File: src/rtl/ksa_chunk_seq_pkg.sv
// Shared types for the chunked KSA sequencer: FSM state encoding and slice-index width helper.
package ksa_seq_pkg;

  typedef enum logic [1:0] {IDLE, RUN, DONE} ksa_seq_state_t;

  // A one-bit index is kept even for degenerate slice counts so the index never has zero width.
  function automatic int idx_width(input int nchunk);
    return (nchunk > 1) ? $clog2(nchunk) : 1;
  endfunction

endpackage

File: src/rtl/ksa_chunk_seq_ksa.sv
// Combinational Kogge-Stone adder: s = a + b + cin, with s[BITS] as the carry-out.
module ksa_chunk_seq_ksa #(
  parameter int BITS   = 16,
  parameter int LEVELS = $clog2(BITS)
) (
  output logic [BITS:0]   s,
  input  logic [BITS-1:0] a,
  input  logic [BITS-1:0] b,
  input  logic            cin
);

  logic [BITS-1:0] x, g, p, gn, pn;

  always_comb begin
    x = a ^ b;
    g = a & b;
    p = x;
    // Fold the carry-in into bit 0 so every prefix g[i] becomes the carry out of bit i.
    g[0] = g[0] | (x[0] & cin);
    gn = g;
    pn = p;
    for (int l = 0; l < LEVELS; l++) begin
      gn = g;
      pn = p;
      for (int i = (1 << l); i < BITS; i++) begin
        gn[i] = g[i] | (p[i] & g[i - (1 << l)]);
        pn[i] = p[i] & p[i - (1 << l)];
      end
      g = gn;
      p = pn;
    end
    s = {g[BITS-1], x ^ {g[BITS-2:0], cin}};
  end

endmodule

File: src/rtl/ksa_chunk_seq.sv
// Wide adder that streams CHUNK-bit slices through one shared KSA, chaining the carry in a register.
// Optional subtract mode (op port) is enabled by defining KSA_SEQ_SUB_EN.
module ksa_chunk_seq
  import ksa_seq_pkg::*;
#(
  parameter int WIDTH  = 64,
  parameter int CHUNK  = 16,
  parameter int LEVELS = $clog2(CHUNK)
) (
  input  logic             clk,
  input  logic             rst_n,
  input  logic             in_valid,
  output logic             in_ready,
  input  logic [WIDTH-1:0] a,
  input  logic [WIDTH-1:0] b,
  input  logic             cin,
`ifdef KSA_SEQ_SUB_EN
  input  logic             op,
`endif
  output logic             out_valid,
  input  logic             out_ready,
  output logic [WIDTH:0]   sum,
  output logic             busy
);

  localparam int NCHUNK = WIDTH / CHUNK;
  localparam int IW     = idx_width(NCHUNK);
  localparam logic [IW-1:0] LAST = IW'(NCHUNK - 1);

  ksa_seq_state_t state, state_next;

  logic [IW-1:0]    idx;
  logic             carry_q;
  logic [WIDTH-1:0] a_q, b_q;
  logic [WIDTH:0]   sum_q;
  logic [CHUNK:0]   ks;
  logic             sub;

`ifdef KSA_SEQ_SUB_EN
  assign sub = op;
`else
  assign sub = 1'b0;
`endif

  ksa_chunk_seq_ksa #(
    .BITS   (CHUNK),
    .LEVELS (LEVELS)
  ) u_ksa (
    .s   (ks),
    .a   (a_q[idx*CHUNK +: CHUNK]),
    .b   (b_q[idx*CHUNK +: CHUNK]),
    .cin (carry_q)
  );

  always_ff @(posedge clk or negedge rst_n) begin
    if (!rst_n) state <= IDLE;
    else        state <= state_next;
  end

  always_comb begin
    state_next = state;
    case (state)
      IDLE:    if (in_valid)         state_next = RUN;
      RUN:     if (idx == LAST)      state_next = DONE;
      DONE:    if (out_ready)        state_next = IDLE;
      default:                       state_next = IDLE;
    endcase
  end

  always_ff @(posedge clk or negedge rst_n) begin
    if (!rst_n) begin
      idx     <= '0;
      carry_q <= 1'b0;
      a_q     <= '0;
      b_q     <= '0;
      sum_q   <= '0;
    end else begin
      case (state)
        IDLE: if (in_valid) begin
          // Subtract is a + ~b + 1, so the incoming carry is forced and cin ignored.
          a_q     <= a;
          b_q     <= sub ? ~b : b;
          carry_q <= sub ? 1'b1 : cin;
          idx     <= '0;
        end
        RUN: begin
          sum_q[idx*CHUNK +: CHUNK] <= ks[CHUNK-1:0];
          carry_q <= ks[CHUNK];
          idx     <= idx + 1'b1;
          if (idx == LAST) sum_q[WIDTH] <= ks[CHUNK];
        end
        default: ;
      endcase
    end
  end

  assign in_ready  = (state == IDLE);
  assign out_valid = (state == DONE);
  assign busy      = (state != IDLE);
  assign sum       = sum_q;

endmodule

File: config.mk
export PLATFORM = sky130hd
export DESIGN_NAME = ksa_chunk_seq
export DESIGN_NICKNAME = d
export VERILOG_FILES = /design/src/rtl/ksa_chunk_seq_pkg.sv /design/src/rtl/ksa_chunk_seq_ksa.sv /design/src/rtl/ksa_chunk_seq.sv
export SDC_FILE = /design/constraint.sdc
export NUM_CORES = 1
export LEC_CHECK = 0
export ABC_AREA = 1
export CAP_MARGIN = 0
export CORE_MARGIN = 2
export CORE_UTILIZATION = 23
export CTS_CLUSTER_SIZE = 25
export DETAILED_ROUTE_END_ITERATION = 6
export SYNTH_ARGS = -nofsm -noshare
export SYNTH_HDL_FRONTEND = slang
export SYNTH_SLANG_ARGS = --single-unit
File: constraint.sdc
create_clock -name clk -period 2.8 [get_ports clk]
set_clock_uncertainty 0.2 [all_clocks]
set_input_delay 0.7 -clock clk [delete_from_list [all_inputs] [get_ports clk]]
set_output_delay 0.7 -clock clk [all_outputs]
set_load 0.05 [all_outputs]
==> flow_summary_export.csv, run 1 <==
group,metric,value,unit
global_route,grt_first_pass_wirelength,46400,um
yosys,syn-num-nets,1100,
cts,cts_num_sinks,198,
placed_design,gp_congestion,0.872,
die,core.rowCount,75,
sta,layout_min_cycle_time,2.86,ns
worst_setup_path,worstPathArrival,3.04,ns
detailed_routing,routed_wl,30300,um
die,die_area,44400,um2
finish,drive_gt1_frac,0.283,
cts,clock_latency,0.46,ns
die,core,42000,um2
yosys,syn_avg_cell_area,10.4,um2
sta,slew_headroom,0.611,
die,dieHeight,211,um
sta,finalSetupViolCount,11,
detailed_routing,first_pass_iters,5,
yosys,synthArstFlopShare,1.00,
detailed_routing,vias_per_cell,4.48,
sta,rsz0062_at_grt,"yes",
run_status,status,"finished with violations",
worst_setup_path,r2r-start,"idx[0]",
sta,fin_crit_sh,1.02,
global_route,grt_pass1_vias,7913,
detailed_routing,ant_nets,0,
yosys,syn_area,9820,um2
placed_design,dp_slack,-0.157,ns
sta,tightest_slew,0.582,ns
cts,htree_levels,4,
worst_setup_path,r2r_setup_slack,-0.06,ns
die,pin_count,201,
worst_setup_path,reg2reg_depth,12,
yosys,syn_inst,943,
global_route,grt_usage,0.137,
sta,maxSlewViolCount,0,
flow_run,drv_cap,0,
detailed_routing,vias,7853,
global_route,grt.overflow.total,0,
worst_hold_path,min_path_type,"register to register",
detailed_routing,post_drt_wl_per_cell,17.3,um
worst_setup_path,critical_path_class,"register to register",
global_route,antenna_found_initial,4,
finish,fillers,4259,
finish,nets,1356,
sta,worst_hold_slack,0.283,ns
cts,clk_pin_slew,0.07,ns
yosys,yosysSeqAreaShare,0.504,
yosys,ys_types,38,
detailed_routing,drtIter0Drc,463,
worst_setup_path,start_kind,"register",
detailed_routing,route.detailed.drc,0,
worst_setup_path,path_max_fanout,4,
yosys,synth_ff_type,"dfrtp_1",
die,die_w,211,um
placed_design,dp_hpwl,22500,um
cts,clockBufferDepth,2,
cts,numCtsBuffers,17,
worst_setup_path,crit_path_end_kind,"register",
worst_setup_path,crit_end,"sum[52]",
cts,ctsRootBufferMaster,"clkbuf_16",
yosys,yosysWarnings,0,
placed_design,io_buffers,200,
sta,hold_viol,0,
yosys,synth-seq-cells,198,
finish,syn_to_final_growth,42.9,%
worst_setup_path,rr_endpoint,"sum[52]",
sta,finalWorstSetupSlack,-0.0643,ns
run_status,failed_checks,"setup timing",
worst_setup_path,crit_start,"idx[0]",
yosys,synth_edf_count,0,
cts,tritoncts,"yes",
global_route,grt_max_degree,67,
sta,fmaxAchievable,349,MHz
worst_setup_path,critPathRequiredTime,2.98,ns
die,initial_core_util,0.234,
-- cells by family (layout without fill, tap and decap cells) --
logic type | count (synthesis) | after routing | share of synthesized area
muxes | 128 | 128 | 0.180
DFF | 198 | 198 | 0.504
AOI/OAI and AO/OA | 141 | 141 | 0.0800
adders and majority gates | 24 | 24 | 0.0321
other | 0 | 2 | 0
buffers and inverters | 104 | 373 | 0.0499
xor gates and xnor gates | 7 | 7 | 0.00700
and+or+nand+nor | 341 | 341 | 0.147
-- registers in the layout, summed over array words and instances, names as in the netlist --
signal   flops
b_q         64
idx          2
state        2
sum         65
a_q         64
carry_q      1
-- cell usage in the layout, fill, tap and decap left out, drive strengths merged, types with 2 or more instances in the layout --
| cell | count |
|---|---|
| a21oi | 12 |
| a22o | 8 |
| buf | 83 |
| bufinv | 2 |
| clkbuf | 22 |
| clkdlybuf4s50 | 196 |
| clkinv | 5 |
| dfrtp | 198 |
| diode | 2 |
| fa | 2 |
| ha | 22 |
| inv | 62 |
| mux2 | 128 |
| nand2 | 202 |
| nand3 | 28 |
| nand4 | 17 |
| nor2 | 87 |
| nor3 | 5 |
| o21ai | 85 |
| o22ai | 34 |
| xnor2 | 2 |
| xor2 | 5 |
-- layout make-up --
class                           count  area [um2]  area share
Sequential cell                   198        4960       0.353
Antenna cell                        2        5.00    0.000357
Clock buffer                       19         453      0.0323
Inverter                           57         225      0.0160
Multi-Input combinational cell    641        4740       0.338
Timing Repair Buffer              284        2820       0.201
Clock inverter                     13         163      0.0116
Tap cell                          539         674      0.0480
-- layer usage --
metal / global-route usage / vias up / wire (um)
li1: - / 3698 / -
met5: 0 / - / 27
met3: 0.0305 / 21 / 1750
met2: 0.218 / 237 / 14100
met1: 0.191 / 3893 / 14100
met4: 0.0308 / 4 / 254
-- worst min path at each step --
stage	from	endpoint	slack (ns)	cells after the start
after floorplan	rst_n	a_q[0]	0.20	0
after global placement	sum[29]	sum[29]	0.27	2
after detailed placement	sum[53]	sum[53]	0.27	2
after CTS	sum[53]	sum[53]	0.29	2
after global routing	sum[13]	sum[13]	0.32	2
final	sum[53]	sum[53]	0.28	2
-- synth_stat cells (6+ instances only) --
library cell / n / area, um2
nand4_1: 17 / 106
nand2_1: 197 / 739
clkbuf_1: 21 / 78.8
nand3_1: 27 / 135
o21ai_0: 81 / 405
inv_1: 50 / 188
inv_2: 6 / 22.5
mux2_2: 41 / 462
mux2_4: 87 / 1310
ha_1: 22 / 275
buf_6: 11 / 124
buf_2: 11 / 55.1
dfrtp_1: 198 / 4950
a22o_1: 8 / 70.1
o22ai_1: 34 / 213
a21oi_1: 12 / 60.1
nor2_1: 83 / 312
-- stage by stage --
stage | TNS (ns) | util | instance area (um2) | cells
6_report | -0.348 | 0.334 | 14000 | 1753
5_1_grt | -5.78 | 0.334 | 14000 | 1752
4_1_cts | -0.540 | 0.327 | 13700 | 1747
3_5_place_dp | -4.01 | 0.309 | 13000 | 1713
3_3_place_gp | -3.28 | 0.309 | 13000 | 1713
2_1_floorplan | 0 | - | 9880 | 943
-- worst max-delay path, cell delays in order, from the launching register on --
cell     delay, ns
dfrtp_4       0.53
buf_6         0.16
o21ai_4       0.14
o22ai_2       0.11
fa_2          0.42
fa_2          0.41
nand3_2       0.10
nand3_4       0.09
buf_4         0.17
xnor2_4       0.12
nor2_1        0.14
nand2_1       0.09
o21ai_1       0.12
-- what timing repair did --
item	CTS	global route
resized for setup	32	81
cloned	0	2
hold buffers	1	0
endpoints found under the hold margin	33	0
pin swaps	9	26
buffers inserted	1	3
endpoints found under the setup margin	51	54
Power of run 1 is not shown: default switching activity piles up to over one toggle a cycle in this logic, so the estimate is an artifact.
==> inputs of run 2 (changes only) <==
--- a/config.mk
+++ b/config.mk
@@ -11,6 +11,7 @@
 export CORE_UTILIZATION = 23
 export CTS_CLUSTER_SIZE = 25
 export DETAILED_ROUTE_END_ITERATION = 6
+export GPL_ROUTABILITY_DRIVEN = 1
 export SYNTH_ARGS = -nofsm -noshare
 export SYNTH_HDL_FRONTEND = slang
 export SYNTH_SLANG_ARGS = --single-unit
==> results of run 2 <==
Same layout as run 1: the final DEF is identical, and so are final timing and power.
Power of run 2 is left out for the same reason.
==> inputs of run 3 (changes only) <==
--- a/config.mk
+++ b/config.mk
@@ -6,6 +6,7 @@
 export NUM_CORES = 1
 export LEC_CHECK = 0
 export ABC_AREA = 1
+export ABC_CLOCK_PERIOD_IN_PS = 2800
 export CAP_MARGIN = 0
 export CORE_MARGIN = 2
 export CORE_UTILIZATION = 23
==> results of run 3 <==
Same layout as run 1: the final DEF is identical, and so are final timing and power.
Power of run 3 is left out for the same reason.
